## config.mk

```make
export PLATFORM = sky130hd
export DESIGN_NAME = adsr_envelope_analyzer
export DESIGN_NICKNAME = d
export VERILOG_FILES = /design/src/rtl/adsr_envelope_analyzer.sv
export SDC_FILE = /design/constraint.sdc
export NUM_CORES = 1
export LEC_CHECK = 0
export BUFFER_PORTS_ARGS = -buffer_cell sky130_fd_sc_hd__buf_4
export CORE_MARGIN = 10
export CORE_UTILIZATION = 60
export DETAILED_ROUTE_END_ITERATION = 6
export PLACE_DENSITY = 0.81
export REMOVE_ABC_BUFFERS = 1
export SLEW_MARGIN = 20
export SYNTH_ARGS = -nofsm -noshare
export SYNTH_HDL_FRONTEND = slang
export SYNTH_SLANG_ARGS = --single-unit
```

## constraint.sdc

```tcl
create_clock -name clk -period 10.9 [get_ports clk]
set_clock_uncertainty 0.15 [all_clocks]
set_input_delay 3.27 -clock clk [delete_from_list [all_inputs] [get_ports clk]]
set_output_delay 3.27 -clock clk [all_outputs]
set_load 0.005 [all_outputs]
```

## src/rtl/adsr_envelope_analyzer.sv

```systemverilog
// ADSR envelope analyzer: segments an 8-bit amplitude stream into attack, decay,
// sustain and release, and publishes peak, sustain level and phase lengths per note.
`timescale 1ns/1ps
module adsr_envelope_analyzer #(
  parameter int CNT_W      = 16,
  parameter int STABLE_LEN = 4
) (
  input  logic             clk,
  input  logic             reset,
  input  logic             sample_valid,
  input  logic [7:0]       sample,
  output logic [2:0]       phase,
  output logic [7:0]       peak_level,
  output logic [7:0]       sustain_level,
  output logic [CNT_W-1:0] attack_len,
  output logic [CNT_W-1:0] decay_len,
  output logic [CNT_W-1:0] sustain_len,
  output logic [CNT_W-1:0] release_len,
  output logic             result_valid,
  output logic             overflow,
  output logic             retrigger
);

  localparam logic [2:0] S_IDLE    = 3'd0;
  localparam logic [2:0] S_ATTACK  = 3'd1;
  localparam logic [2:0] S_DECAY   = 3'd2;
  localparam logic [2:0] S_SUSTAIN = 3'd3;
  localparam logic [2:0] S_RELEASE = 3'd4;

  localparam logic [CNT_W-1:0] CNT_MAX  = {CNT_W{1'b1}};
  localparam logic [CNT_W-1:0] ONE      = CNT_W'(1);
  localparam logic [CNT_W-1:0] STABLE_C = CNT_W'(STABLE_LEN);

  logic [2:0]       phase_q, phase_d;
  logic [7:0]       prev_q, prev_d;
  logic [7:0]       peak_q, peak_d;
  logic [7:0]       sus_lvl_q, sus_lvl_d;
  logic [CNT_W-1:0] att_q, att_d;
  logic [CNT_W-1:0] dec_q, dec_d;
  logic [CNT_W-1:0] sus_q, sus_d;
  logic [CNT_W-1:0] rel_q, rel_d;
  logic [CNT_W-1:0] run_q, run_d;
  logic             ovf_acc_q, ovf_acc_d;

  logic [7:0]       peak_level_q, peak_level_d;
  logic [7:0]       sustain_level_q, sustain_level_d;
  logic [CNT_W-1:0] attack_len_q, attack_len_d;
  logic [CNT_W-1:0] decay_len_q, decay_len_d;
  logic [CNT_W-1:0] sustain_len_q, sustain_len_d;
  logic [CNT_W-1:0] release_len_q, release_len_d;
  logic             result_valid_q, result_valid_d;
  logic             overflow_q, overflow_d;
  logic             retrigger_q, retrigger_d;

  logic             start_note;
  logic             end_note;
  logic [CNT_W-1:0] dec_inc;
  logic [CNT_W-1:0] run_inc;

  function automatic logic [CNT_W-1:0] sat_inc(input logic [CNT_W-1:0] v);
    return (v == CNT_MAX) ? v : v + ONE;
  endfunction

  // Pulses default low so they last exactly one cycle even when no sample arrives.
  always_comb begin
    phase_d         = phase_q;
    prev_d          = prev_q;
    peak_d          = peak_q;
    sus_lvl_d       = sus_lvl_q;
    att_d           = att_q;
    dec_d           = dec_q;
    sus_d           = sus_q;
    rel_d           = rel_q;
    run_d           = run_q;
    ovf_acc_d       = ovf_acc_q;
    peak_level_d    = peak_level_q;
    sustain_level_d = sustain_level_q;
    attack_len_d    = attack_len_q;
    decay_len_d     = decay_len_q;
    sustain_len_d   = sustain_len_q;
    release_len_d   = release_len_q;
    overflow_d      = overflow_q;
    result_valid_d  = 1'b0;
    retrigger_d     = 1'b0;
    start_note      = 1'b0;
    end_note        = 1'b0;
    dec_inc         = sat_inc(dec_q);
    run_inc         = run_q + ONE;

    if (sample_valid) begin
      prev_d = sample;
      if (phase_q == S_IDLE) begin
        start_note = (sample != 8'd0);
      end else if (sample == 8'd0) begin
        end_note = 1'b1;
      end else begin
        case (phase_q)
          S_ATTACK: begin
            if (sample >= prev_q) begin
              att_d     = sat_inc(att_q);
              ovf_acc_d = ovf_acc_q | (att_q == CNT_MAX);
              if (sample > peak_q) peak_d = sample;
            end else begin
              phase_d = S_DECAY;
              dec_d   = ONE;
              run_d   = ONE;
            end
          end
          S_DECAY: begin
            if (sample < prev_q) begin
              dec_d     = dec_inc;
              run_d     = ONE;
              ovf_acc_d = ovf_acc_q | (dec_q == CNT_MAX);
            end else if (sample == prev_q) begin
              ovf_acc_d = ovf_acc_q | (dec_q == CNT_MAX);
              // The equal run was counted as decay; hand it over to sustain.
              if (run_inc == STABLE_C) begin
                phase_d   = S_SUSTAIN;
                sus_lvl_d = sample;
                dec_d     = dec_inc - STABLE_C;
                sus_d     = STABLE_C;
                run_d     = '0;
              end else begin
                dec_d = dec_inc;
                run_d = run_inc;
              end
            end else begin
              start_note  = 1'b1;
              retrigger_d = 1'b1;
            end
          end
          S_SUSTAIN: begin
            if (sample == sus_lvl_q) begin
              sus_d     = sat_inc(sus_q);
              ovf_acc_d = ovf_acc_q | (sus_q == CNT_MAX);
            end else if (sample < sus_lvl_q) begin
              phase_d = S_RELEASE;
              rel_d   = ONE;
            end else begin
              start_note  = 1'b1;
              retrigger_d = 1'b1;
            end
          end
          S_RELEASE: begin
            if (sample <= prev_q) begin
              rel_d     = sat_inc(rel_q);
              ovf_acc_d = ovf_acc_q | (rel_q == CNT_MAX);
            end else begin
              start_note  = 1'b1;
              retrigger_d = 1'b1;
            end
          end
          default: phase_d = S_IDLE;
        endcase
      end
    end

    if (start_note) begin
      phase_d   = S_ATTACK;
      peak_d    = sample;
      sus_lvl_d = '0;
      att_d     = ONE;
      dec_d     = '0;
      sus_d     = '0;
      rel_d     = '0;
      run_d     = '0;
      ovf_acc_d = 1'b0;
    end

    // Phases not reached by this note still hold zero from note start.
    if (end_note) begin
      peak_level_d    = peak_q;
      sustain_level_d = sus_lvl_q;
      attack_len_d    = att_q;
      decay_len_d     = dec_q;
      sustain_len_d   = sus_q;
      release_len_d   = rel_q;
      overflow_d      = ovf_acc_q;
      result_valid_d  = 1'b1;
      phase_d         = S_IDLE;
      peak_d          = '0;
      sus_lvl_d       = '0;
      att_d           = '0;
      dec_d           = '0;
      sus_d           = '0;
      rel_d           = '0;
      run_d           = '0;
      ovf_acc_d       = 1'b0;
    end
  end

  always_ff @(posedge clk or posedge reset) begin
    if (reset) begin
      phase_q         <= S_IDLE;
      prev_q          <= '0;
      peak_q          <= '0;
      sus_lvl_q       <= '0;
      att_q           <= '0;
      dec_q           <= '0;
      sus_q           <= '0;
      rel_q           <= '0;
      run_q           <= '0;
      ovf_acc_q       <= 1'b0;
      peak_level_q    <= '0;
      sustain_level_q <= '0;
      attack_len_q    <= '0;
      decay_len_q     <= '0;
      sustain_len_q   <= '0;
      release_len_q   <= '0;
      result_valid_q  <= 1'b0;
      overflow_q      <= 1'b0;
      retrigger_q     <= 1'b0;
    end else begin
      phase_q         <= phase_d;
      prev_q          <= prev_d;
      peak_q          <= peak_d;
      sus_lvl_q       <= sus_lvl_d;
      att_q           <= att_d;
      dec_q           <= dec_d;
      sus_q           <= sus_d;
      rel_q           <= rel_d;
      run_q           <= run_d;
      ovf_acc_q       <= ovf_acc_d;
      peak_level_q    <= peak_level_d;
      sustain_level_q <= sustain_level_d;
      attack_len_q    <= attack_len_d;
      decay_len_q     <= decay_len_d;
      sustain_len_q   <= sustain_len_d;
      release_len_q   <= release_len_d;
      result_valid_q  <= result_valid_d;
      overflow_q      <= overflow_d;
      retrigger_q     <= retrigger_d;
    end
  end

  assign phase         = phase_q;
  assign peak_level    = peak_level_q;
  assign sustain_level = sustain_level_q;
  assign attack_len    = attack_len_q;
  assign decay_len     = decay_len_q;
  assign sustain_len   = sustain_len_q;
  assign release_len   = release_len_q;
  assign result_valid  = result_valid_q;
  assign overflow      = overflow_q;
  assign retrigger     = retrigger_q;

endmodule

```

==> reports/summary.txt <==
Vias in the first global route = 8121
I/O Pins = 97
Critical path data arrival time = 6.42 ns
DRT iter0 DRCs = 624
Site Rows = 47
Most common cell after layout, fill and taps aside = dfrtp_1
Initial Util = 0.616
CTS Buf Count = 17
WL final = 24600 um
CP cell instances = buf_4 > ha_1 > a211o_1 > o211ai_1 > nand2b_1 > o221ai_2 > a21oi_4 > buf_4 > or3_1 > or4_1 > nand3_1
Chip Width = 151 um
CP max stage delay = 0.58 ns
Vias per std cell = 6.21
Worst setup SP type = input pin
Reg clk slew, reported paths = 0.07 ns
Nets = 1158
DIE AREA = 0.0227 sq mm
Core ar. = 0.0166 sq mm
Router iterations before antenna repair = 5
Most frequent cells in the layout = 191 x dfrtp_1, 103 x buf_4, 93 x mux2_2, 92 x nand2_1, 83 x o21ai_0
FF-to-FF Start = dec_q[0]
Worst-Margin Slew = 0.878 ns
Outcome = finished clean
Slew HR = 0.415
Proportion of layout cells with a drive suffix above 1 = 0.217
Register bit total from synthesis = 191
Post-CTS Setup Bufs = 0
EDFF count, synth = 0
Comb power frac = 0.255
Largest net degree at the start of global routing = 131
Power density over the cells = 166 mW/mm^2
Antenna violations before repair = 0
CTS sink count = 191
Post-synth top area cell = dfrtp_1
Most common flop cell mapped by yosys = dfrtp_1
Reg area = 0.00478 sq mm
H-Tree Depth = 4
Worst setup path startpoint = sample[5]
Fmax = 0.161 GHz
First-pass GRT wire length = 41500 um
Setup violators final = 0
Latest clock arrival within the worst-skew pair = 0.43 ns
Ys async rst share = 1.00
Final Slew Violations = 0
Via Count = 8373
Gr ovfl total = 0
Final Hold Viols = 0
RePlAce Congestion = 0.909
CP endpoint kind = register
Power, Total = 1.94 mW
Data required time at the worst endpoint = 11.12 ns
RSZ-0062 raised after global routing = false
Internal Power = 1.29 mW
Final-layout fill cell count = 1287
CTS tree = yes
Hold WC Path Type = register to register
Post-synthesis cell type count = 68
Area share of the largest cell type after synthesis = 0.466
Worst path top cell family by delay = simple AND/OR/NAND/NOR gates
Die H = 151 um
Max-cap violations = 0
CTS resizes = 0
Setup_tns = 0 ns
Area Growth Syn to Fin = 14.0%
Clock tree buffer depth = 2
Port Buf Inserts = 96
Post-Syn Area = 0.0103 sq mm
Clk pwr share = 0.315
Hold Crit Start = peak_level[4]
Cts hold-fix bufs = 0
Flop pwr share = 0.430
Crit Path Max Fanout = 52
Post-DRT Antenna Nets = 0
Area occupied by multi-input gates = 0.00513 sq mm
Final min period = 6.19 ns
CP Class = input pin to register
Final Cycle Share = 0.568
Per-cell routed wire length = 18.2 um
WP buf/inv = 2
HPWL after DPL = 16700 um
Slowest CP cell = or4_1
CP dominant cell by count = buf_4
Avg Inst Size Synth = 9.77 sq um
Synth top area cells = dfrtp_1 47%, mux2_2 10%, o21ai_0 4.0%
Total GRT Usage = 0.221
CTS root buffer = clkbuf_16
Ys Warns = 0
Inserted Diodes = 0
Seq/Total Area, Yosys = 0.466
Leakage Power = 5.37 nW
DRC viols = 0
Synth Instances = 1050
Sw Ratio = 0.335
Peak VDD IR = 0.125 mV
Switch Pwr = 0.648 mW
## path summary, 6_finish.rpt
check	end	slack, ns	depth (start not counted)
max reg2reg	dec_q[14]	7.30	12
min in group asynchronous	att_q[4]	2.87	2
min	peak_level[4]	0.36	1
max	dec_q[10]	4.71	11
max in group asynchronous	run_q[6]	6.45	3
min reg2reg	peak_level[4]	0.36	1
## power by group through the flow
stage / registers, mW / clock network (mW) / logic [mW]
after floorplan: 0.821 / 0 / 0.342
after CTS: 0.830 / 0.615 / 0.493
after global routing: 0.841 / 0.644 / 0.555
after global placement: 0.842 / 0 / 0.480
after detailed placement: 0.843 / 0 / 0.487
final: 0.833 / 0.611 / 0.495
## synth_stat cells, drive strengths merged (10+ instances only)
cell and n:
a21oi 31, or3 10, mux2 93, ha 30, a31oi 12, nand4 22
clkbuf 40, nand2 92, nor4 10, nand3 55, dfrtp 191, buf 16
xnor2 15, nor3 56, and3 18, o21ai 86, nor2 66, a21o 14
inv 37, o31ai 22
## flip-flops by register name (all words and copies together), names as in the netlist
signal	flops
retrigger	1
att_q	16
run_q	16
sus_lvl_q	8
rel_q	16
release_len	16
dec_q	16
ovf_acc_q	1
peak_q	8
prev_q	8
sustain_len	16
phase	3
decay_len	16
attack_len	16
result_valid	1
sus_q	16
overflow	1
peak_level	8
sustain_level	8
## routing by layer
metal	vias up	track usage	share of wire
met5	-	0	0
met4	0	0.0626	0.014
met3	26	0.0417	0.060
met2	285	0.354	0.48
met1	4090	0.301	0.45
li1	3972	-	-
## worst register-to-register path: stages (launching register included)
cell and delay [ns]:
dfrtp_1 0.51, ha_1 0.36, nand4_1 0.21, nor2_1 0.40, nand2_1 0.35, nand3_1 0.17, o21ai_0 0.12, ha_1 0.29
o31a_1 0.16, nor2b_1 0.18, nand2_1 0.15, and4b_1 0.20, a211o_1 0.22
## layout make-up
type                    instances  area share
repair buffers                104      0.0685
well taps                     220      0.0235
clock buffers                  21      0.0385
inverters                      37      0.0125
clock inverters                 9     0.00952
multi-input cells             766       0.439
flip-flops and latches        191       0.409
## per-stage QoR
stage | setup slack (ns) | instance area [sq um] | std cells | hold slack [ns] | utilization
after floorplan | 2.28 | 10000 | 994 | 0.307 | -
after global placement | 4.34 | 11100 | 1317 | 0.336 | 0.667
after detailed placement | 4.27 | 11100 | 1317 | 0.338 | 0.667
after CTS | 4.72 | 11700 | 1347 | 0.353 | 0.701
after global routing | 4.50 | 11700 | 1348 | 0.366 | 0.703
final | 4.71 | 11700 | 1348 | 0.356 | 0.703
## kinds of logic after synthesis
logic type      Yosys count  synth area share
simple gates            379             0.185
compound gates          236             0.150
flops                   191             0.466
mux                      97             0.106
buf+inv                  93            0.0359
fa+ha+maj                30            0.0366
xor+xnor                 24            0.0205
No activity file was read; power rests on OpenSTA's default activity.
